$ cat src/rtl/dsp_mac_pkg.sv
// Shared types and constants for the dsp_mac_pipe pre-add/multiply/post-add slice.
package dsp_mac_pkg;

  typedef enum logic [1:0] {PRE_B, PRE_ADD, PRE_SUB, PRE_RSV} pre_sel_e;
  typedef enum logic [1:0] {POST_M, POST_C, POST_PCIN, POST_ACC} post_sel_e;

  localparam int MODE_PRE_LSB  = 0;
  localparam int MODE_POST_LSB = 2;
  localparam int SAT_FN_W      = 128;

  // Saturation limits returned sign-extended to SAT_FN_W; callers keep the low w bits.
  function automatic logic [SAT_FN_W-1:0] sat_max(input int w);
    logic [SAT_FN_W-1:0] r;
    r = '0;
    for (int i = 0; i < w - 1; i++) r[i] = 1'b1;
    return r;
  endfunction

  function automatic logic [SAT_FN_W-1:0] sat_min(input int w);
    logic [SAT_FN_W-1:0] r;
    r = '1;
    for (int i = 0; i < w - 1; i++) r[i] = 1'b0;
    return r;
  endfunction

endpackage

$ cat src/rtl/dsp_postadd_sat.sv
// Combinational post-adder: operand select, P_W+1 bit add, overflow detect and clamp.
module dsp_postadd_sat
  import dsp_mac_pkg::*;
#(
  parameter int P_W    = 48,
  parameter int SAT_EN = 1
) (
  input  post_sel_e      i_sel,
  input  logic [P_W-1:0] i_m,
  input  logic [P_W-1:0] i_c,
  input  logic [P_W-1:0] i_pcin,
  input  logic [P_W-1:0] i_p,
  input  logic           i_ci,
  input  logic           i_acc_first,
  output logic [P_W-1:0] o_p,
  output logic           o_ovf
);

  localparam logic [SAT_FN_W-1:0] L_MAX_F = sat_max(P_W);
  localparam logic [SAT_FN_W-1:0] L_MIN_F = sat_min(P_W);
  localparam logic [P_W-1:0]      L_MAX   = L_MAX_F[P_W-1:0];
  localparam logic [P_W-1:0]      L_MIN   = L_MIN_F[P_W-1:0];

  logic [P_W-1:0] w_x;
  logic           w_ci;
  logic [P_W:0]   w_sum;

  always_comb begin
    w_x  = '0;
    w_ci = 1'b0;
    case (i_sel)
      POST_C:    begin w_x = i_c;    w_ci = i_ci; end
      POST_PCIN: begin w_x = i_pcin; w_ci = i_ci; end
      POST_ACC:  w_x = i_acc_first ? '0 : i_p;
      default:   ;
    endcase
  end

  assign w_sum = {w_x[P_W-1], w_x} + {i_m[P_W-1], i_m} + {{P_W{1'b0}}, w_ci};
  assign o_ovf = w_sum[P_W] ^ w_sum[P_W-1];

  // Top bit of the wide sum is the true sign, which picks the clamp direction.
  always_comb begin
    o_p = w_sum[P_W-1:0];
    if (SAT_EN != 0 && o_ovf) o_p = w_sum[P_W] ? L_MIN : L_MAX;
  end

endmodule

$ cat src/rtl/dsp_mac_pipe.sv
// Parametrised DSP slice: 3-stage valid-tracked pipeline with global stall,
// block accumulate and saturating post-add.
module dsp_mac_pipe
  import dsp_mac_pkg::*;
#(
  parameter int A_W     = 18,
  parameter int B_W     = 18,
  parameter int P_W     = 48,
  parameter int ACC_LEN = 4,
  parameter int SAT_EN  = 1
) (
  input  logic             clk,
  input  logic             RST,
  input  logic             CE,
  input  logic             in_valid,
  input  logic [A_W-1:0]   A,
  input  logic [B_W-1:0]   B,
  input  logic [B_W-1:0]   D,
  input  logic [P_W-1:0]   C,
  input  logic [P_W-1:0]   PCIN,
  input  logic             CARRYIN,
  input  logic [3:0]       MODE,
  output logic [B_W-1:0]   BCOUT,
  output logic [A_W+B_W-1:0] M,
  output logic [P_W-1:0]   P,
  output logic [P_W-1:0]   PCOUT,
  output logic             out_valid,
  output logic             out_last,
  output logic             OVF
);

  localparam int M_W   = A_W + B_W;
  localparam int CNT_W = (ACC_LEN > 1) ? $clog2(ACC_LEN) : 1;
  localparam logic [CNT_W-1:0] CNT_LAST = CNT_W'(ACC_LEN - 1);

  pre_sel_e       w_pre_sel;
  logic [B_W-1:0] w_pre;
  logic [M_W-1:0] w_prod;
  logic [P_W-1:0] w_m_ext;
  logic [P_W-1:0] w_p;
  logic           w_ovf;
  logic           w_cnt_wrap;

  logic [3:1]     r_vld;
  logic [B_W-1:0] r_bc;
  logic [A_W-1:0] r_a1;
  post_sel_e      r_post1, r_post2;
  logic [P_W-1:0] r_c1, r_c2, r_pcin1, r_pcin2;
  logic           r_ci1, r_ci2;
  logic [M_W-1:0] r_m;
  logic [P_W-1:0] r_p;
  logic           r_last;
  logic           r_ovf;
  logic [CNT_W-1:0] r_cnt;

  assign w_pre_sel = pre_sel_e'(MODE[MODE_PRE_LSB +: 2]);

  always_comb begin
    case (w_pre_sel)
      PRE_ADD: w_pre = D + B;
      PRE_SUB: w_pre = D - B;
      default: w_pre = B;
    endcase
  end

  assign w_prod  = $signed({{A_W{r_bc[B_W-1]}}, r_bc}) * $signed({{B_W{r_a1[A_W-1]}}, r_a1});
  assign w_m_ext = {{(P_W-M_W){r_m[M_W-1]}}, r_m};
  assign w_cnt_wrap = (r_cnt == CNT_LAST);

  dsp_postadd_sat #(.P_W(P_W), .SAT_EN(SAT_EN)) u_post (
    .i_sel       (r_post2),
    .i_m         (w_m_ext),
    .i_c         (r_c2),
    .i_pcin      (r_pcin2),
    .i_p         (r_p),
    .i_ci        (r_ci2),
    .i_acc_first (r_cnt == '0),
    .o_p         (w_p),
    .o_ovf       (w_ovf)
  );

  always_ff @(posedge clk) begin
    if (RST) begin
      r_vld   <= '0;
      r_bc    <= '0;
      r_a1    <= '0;
      r_post1 <= POST_M;
      r_post2 <= POST_M;
      r_c1    <= '0;
      r_c2    <= '0;
      r_pcin1 <= '0;
      r_pcin2 <= '0;
      r_ci1   <= 1'b0;
      r_ci2   <= 1'b0;
      r_m     <= '0;
      r_p     <= '0;
      r_last  <= 1'b0;
      r_ovf   <= 1'b0;
      r_cnt   <= '0;
    end else if (CE) begin
      r_vld <= {r_vld[2:1], in_valid};
      if (in_valid) begin
        r_bc    <= w_pre;
        r_a1    <= A;
        r_post1 <= post_sel_e'(MODE[MODE_POST_LSB +: 2]);
        r_c1    <= C;
        r_pcin1 <= PCIN;
        r_ci1   <= CARRYIN;
      end
      if (r_vld[1]) begin
        r_m     <= w_prod;
        r_post2 <= r_post1;
        r_c2    <= r_c1;
        r_pcin2 <= r_pcin1;
        r_ci2   <= r_ci1;
      end
      r_last <= 1'b0;
      if (r_vld[2]) begin
        r_p   <= w_p;
        r_ovf <= r_ovf | w_ovf;
        if (r_post2 == POST_ACC) begin
          r_cnt  <= w_cnt_wrap ? '0 : r_cnt + 1'b1;
          r_last <= w_cnt_wrap;
        end else begin
          r_cnt  <= '0;
          r_last <= 1'b1;
        end
      end
    end
  end

  assign BCOUT     = r_bc;
  assign M         = r_m;
  assign P         = r_p;
  assign PCOUT     = r_p;
  assign out_valid = r_vld[3];
  assign out_last  = r_last;
  assign OVF       = r_ovf;

endmodule

$ cat config.mk
export PLATFORM = sky130hd
export DESIGN_NAME = dsp_mac_pipe
export DESIGN_NICKNAME = d
export VERILOG_FILES = /design/src/rtl/dsp_mac_pkg.sv /design/src/rtl/dsp_postadd_sat.sv /design/src/rtl/dsp_mac_pipe.sv
export SDC_FILE = /design/constraint.sdc
export NUM_CORES = 2
export LEC_CHECK = 0
export CELL_PAD_IN_SITES_DETAIL_PLACEMENT = 0
export CELL_PAD_IN_SITES_GLOBAL_PLACEMENT = 1
export CORE_MARGIN = 2
export CORE_UTILIZATION = 47
export CTS_CLUSTER_DIAMETER = 60
export DETAILED_ROUTE_END_ITERATION = 8
export PLACE_DENSITY_LB_ADDON = 0.1
export RECOVER_POWER = 25
export SETUP_SLACK_MARGIN = 0.4
export SYNTH_ARGS = -nofsm -noshare
export SYNTH_HDL_FRONTEND = slang
export SYNTH_HIERARCHICAL = 1
export SYNTH_SLANG_ARGS = --single-unit
$ cat constraint.sdc
create_clock -name clk -period 11.2 [get_ports clk]
set_input_delay 2.24 -clock clk [delete_from_list [all_inputs] [get_ports clk]]
set_output_delay 2.24 -clock clk [all_outputs]
set_load 0.02 [all_outputs]
# Word level (Yosys, flattened, before mapping)
# Cells that the tools add are included.
[word_totals]
ff_bits = 325
inputBits = 159
wordCells = 45
[classes]
n_addsub = 5
mul = 1
n_eq_ne = 6
muxes = 10
bitwise_logic = 2
n_reduce_logical = 5
[ops]
columns = ["op", "n"]
rows = [
  ["two-way mux 48 bit", 3],
  ["case mux 48 bit (3 select lines)", 1],
  ["adder 48 x 36 -> 49 bit", 1],
  ["adder 49 x 1 -> 49 bit", 1],
  ["multiplier 18 x 18 -> 36 bit", 1],
  ["case mux 18 bit (2 select lines)", 1],
  ["adder 18 bit", 1],
  ["subtractor 18 bit", 1],
  ["== test 2 bit, second input constant", 4],
  ["AND reduction 2 bit", 3],
  ["== test 2 x 1 -> 1 bit, second input constant", 2],
  ["two-way mux 2 bit", 2],
  ["two-way mux 1 bit", 3],
  ["adder 2 x 1 -> 2 bit, second input constant", 1],
  ["logical NOT 2 bit", 1],
  ["OR reduction 2 bit", 1],
  ["bitwise OR 1 bit", 1],
  ["XOR 1 bit", 1],
]

# Longest topological paths before layout
[depth]
word_depth = 7
depth_mapped = 26
depth_no_buf = 23

# Hierarchy
# The synthesis kept the hierarchy.
[modules_own_cells]
columns = ["mod", "instances", "cells_per_inst", "area_per_inst_um2", "seq_area_each_um2"]
rows = [
  ["dsp_mac_pipe", 1, 3023, 25144.1, 6506.2],
  ["dsp_postadd_sat", 1, 626, 4239.1, 0.0],
]

# Least setup slack after synthesis
# Ideal clock, no wire load.
[synth_timing]
kind = "reg2reg"
start = "reg r_bc[17], in the netlist BCOUT[17]"
end = "reg r_m[30], in the netlist M[30]"
arrival_ns = 6.574
setup_slack_ns = 4.504
path_stages_with_launch = 26
path_buffers = 2
synth_period_minus_slack_ns = 6.696
path_cell_list = "dfxtp_1 clkbuf_1 clkbuf_1 nand2_1 inv_1 fa_1 inv_1 fa_1 inv_1 ha_1 inv_1 fa_1 inv_1 fa_1 inv_1 fa_1 inv_1 ha_1 and2_1 o21ai_0 o21ai_0 or2_2 or3_4 a41oi_2 nor3_1 a221o_1"
[synth_via]
elab_chain_cells = 1
[synth_lines]
columns = ["item", "line", "source"]
rows = [
  ["start, declared", "dsp_mac_pipe.sv:45", "logic [B_W-1:0] r_bc;"],
  ["start signal, assigned", "dsp_mac_pipe.sv:103", "r_bc <= w_pre;"],
  ["multiplier 18 x 18 -> 36 bit", "dsp_mac_pipe.sv:66", "assign w_prod = $signed({{A_W{r_bc[B_W-1]}}, r_bc}) * $signed({{B_W{r_a1[A_W-1]}}, r_a1});"],
  ["end signal, assigned", "dsp_mac_pipe.sv:111", "r_m <= w_prod;"],
  ["end, declared", "dsp_mac_pipe.sv:50", "logic [M_W-1:0] r_m;"],
]
# No other way between the ends.
# A chain may end at the register's enable or synchronous reset.

# Final worst setup path
[layout_timing]
start = "reg r_bc[17], in the netlist BCOUT[17]"
end = "reg r_m[34], in the netlist M[34]"
# The elaborated chain is that of the path after synthesis.

==> results.toml <==
[floorplanning]
fp.dieH_microns = 254
rows = 91
dieWidth_microns = 254
initial_core_util = 0.476
dieArea_sq_um = 64500
ios = 312
design.core.area_sq_um = 61700

[grt]
antenna_found_initial = 6
track_usage = 0.287
grt_pass1_wl_microns = 144000
grt_max_degree = 195
gr-total-overflow = 0
grt_pass1_vias = 25600

[clock_tree]
htreeDepth = 2
cts_hold_buf = 0
cts_tree = "built"
clockBufferDepth = 3
clk_latency_ps = 590
cts.sinks = 325
cts_setup_buffers = 0
clk_pin_slew_worst_paths_ps = 60
cts_buffers = 42
cts-root-buf = "clkbuf_16"
ctsResizeCount = 0

[synth]
syn-cell-area_sq_um = 29400
synth.largest_area_cell = "fa_1"
synth_ff_type = "dfxtp_1"
synth_edf_count = 0
syn_nets = 4305
avgSynthCellArea_sq_um = 8.05
synth-seq-area-share = 0.221
ys_warn_count = 6
yosys.cell_types.count = 95
postSynthCellCount = 3649
synthTopCellsByArea = "fa_1, dfxtp_1, nand2_1"
synth_top_cell_area_share = 0.226
async_flop_share = 0
synth-seq-cells = 325

[setup_path]
crit_arrival_ps = 7690
critPathKind = "flip-flop to flip-flop"
rrSetupSlack_ps = 3990
required_ps = 11670
crit_cells = 22
critPathLaunchType = "flip-flop"
cp-end-kind = "flip-flop"
worstReg2RegEnd = "M[34]"
reg2reg_depth = 22
timing.rr.start = "BCOUT[17]"
critPathMostFrequentCell = "inv_1"
crit_buf_inv = 6
cp_slowest_stage_delay_ps = 760
path_max_fanout = 20
slowest_stage = "fa_1"
path_delay_family = "adder cells"
crit_chain = "and2_1, fa_1, inv_1, fa_1, inv_1, ha_1, inv_1, fa_1, inv_1, fa_1, inv_1, fa_1, inv_1, ha_1, and2_1, o21ai_0, o21ai_0, or2_2, or3_4, a311oi_2, mux2i_1, nand3_1"

[final_layout]
fillCellCount = 5952
mostFrequentLayoutCells = "nand2_1, inv_1, a21oi_1"
multi_input_area_sq_um = 20000
area_growth_pct = 15.2
instances_no_fill = 4619
drive_gt1_frac = 0.0386
seqCellArea_sq_um = 6510
final_nets = 4403
final_common_cell = "nand2_1"

[timing]
final.setup.tns_ps = 0
hold_violations = 0
rsz0062_at_grt = "no"
final.setup_skew_ps = 24.7
setup-violations-final = 0
fmax_mhz = 139
slew_headroom = -0.970
min_period_over_period = 0.644
fin_crit_ps = 7210
final_max_slew_viol_count = 213
tightest_slew_ps = 2950

[min_path]
hold_start = "r_c1[36]"
hold_end = "r_c2[36]"
hp-class = "flip-flop to flip-flop"
hold_depth = 2

[route]
detail-route-antenna-nets = 0
vias = 25400
routed_wl_microns = 92200
first_pass_iters = 9
dr.first_iter.drc_count = 2122
remaining_drc_errors = 0
routedWlPerCell_microns = 20.0
routed_via_density = 5.51

[power_and_ir_drop]
ir_drop_v = 0.000116
power_density_nw_per_um2 = 96.7
p_leak_nw = 14.5

[status]
status = "finished, violations left"
violations = "capacitance limit, slew limit"

[placed_design]
dp_cells = 4540
io_buffers = 311
hpwl_microns = 70900
globalplace.congestion = 0.891

[job]
maxCapViolCount = 4
-- flip-flops by register name, indices dropped and copies added (netlist names) --
register	count
OVF	1
r_pcin1	48
r_c2	48
M	36
r_post1	2
r_ci2	1
r_a1	18
out_last	1
r_pcin2	48
BCOUT	18
r_vld	3
r_c1	48
P	48
r_post2	2
r_cnt	2
r_ci1	1
-- logic make-up after synthesis --
family / after synthesis / share of synthesized area
compound gates: 742 / 0.160
buf+inv: 699 / 0.0984
simple gates: 1282 / 0.193
xor+xnor: 95 / 0.0283
flops: 325 / 0.221
fa+ha+maj: 497 / 0.296
mux: 9 / 0.00307
-- how the worst max path moves through the flow --
stage / start / endpoint / slack, ps
floorplan: BCOUT[17] / M[30] / 4500
global placement: BCOUT[17] / M[34] / 4250
detailed placement: BCOUT[17] / M[34] / 3990
CTS: BCOUT[17] / M[34] / 3980
global route: BCOUT[17] / M[34] / 3600
finish: BCOUT[17] / M[34] / 3990
-- layout make-up --
class | instances | share of cell area
diodes | 4 | 0.000296
inverters | 425 | 0.0471
clock buffers | 55 | 0.0346
repair buffers | 328 | 0.0962
flip-flops and latches | 325 | 0.192
well taps | 837 | 0.0309
clock inverters | 20 | 0.00758
multi-input cells | 2625 | 0.591
-- worst register-to-register path: stages, from the launching register on --
cell	delay [ps]
dfxtp_1	550
and2_1	330
fa_1	760
inv_1	120
fa_1	540
inv_1	70
ha_1	570
inv_1	290
fa_1	590
inv_1	50
fa_1	470
inv_1	60
fa_1	530
inv_1	50
ha_1	370
and2_1	190
o21ai_0	170
o21ai_0	130
or2_2	320
or3_4	370
a311oi_2	270
mux2i_1	230
nand3_1	80
-- metrics by stage --
| stage | setup WS, ps | hold slack [ps] | total power, mW | util | area, sq um |
|---|---|---|---|---|---|
| 3_3_place_gp | 4250 | 438 | 1.90 | 0.526 | 32400 |
| 3_5_place_dp | 3990 | 445 | 1.91 | 0.526 | 32400 |
| 6_report | 3990 | 452 | 3.28 | 0.549 | 33900 |
| 4_1_cts | 3980 | 453 | 3.31 | 0.549 | 33900 |
| 5_1_grt | 3600 | 467 | 3.43 | 0.549 | 33900 |
| 2_1_floorplan | 4500 | 432 | 1.68 | - | 29400 |
-- cells in the mapped netlist, types with 20 or more instances --
cell type	count
xnor2_1	62
nor3_1	36
inv_1	425
dfxtp_1	325
fa_1	332
ha_1	165
a21oi_1	407
a21o_1	33
nand3_1	21
xor2_1	33
o21a_1	20
and2_1	169
nor2_1	151
clkbuf_1	185
a31oi_1	20
a222oi_1	48
buf_4	52
o21ai_0	59
nand2_1	797
o21bai_1	21
-- layer usage --
metal	track usage	part of all wire	wire, microns	vias to the layer above
met5	0	0.00013	12	-
met4	0.0778	0.025	2260	2
met3	0.0463	0.071	6540	116
met2	0.441	0.44	40600	839
met1	0.417	0.46	42800	12500
li1	-	-	-	12000
-- where the power goes --
group	internal (mW)	switching, mW
registers	1.19	0.0649
clock network	0.820	0.569
logic	0.264	0.369
total	2.27	1.00
No activity file was read; power rests on OpenSTA's default activity.
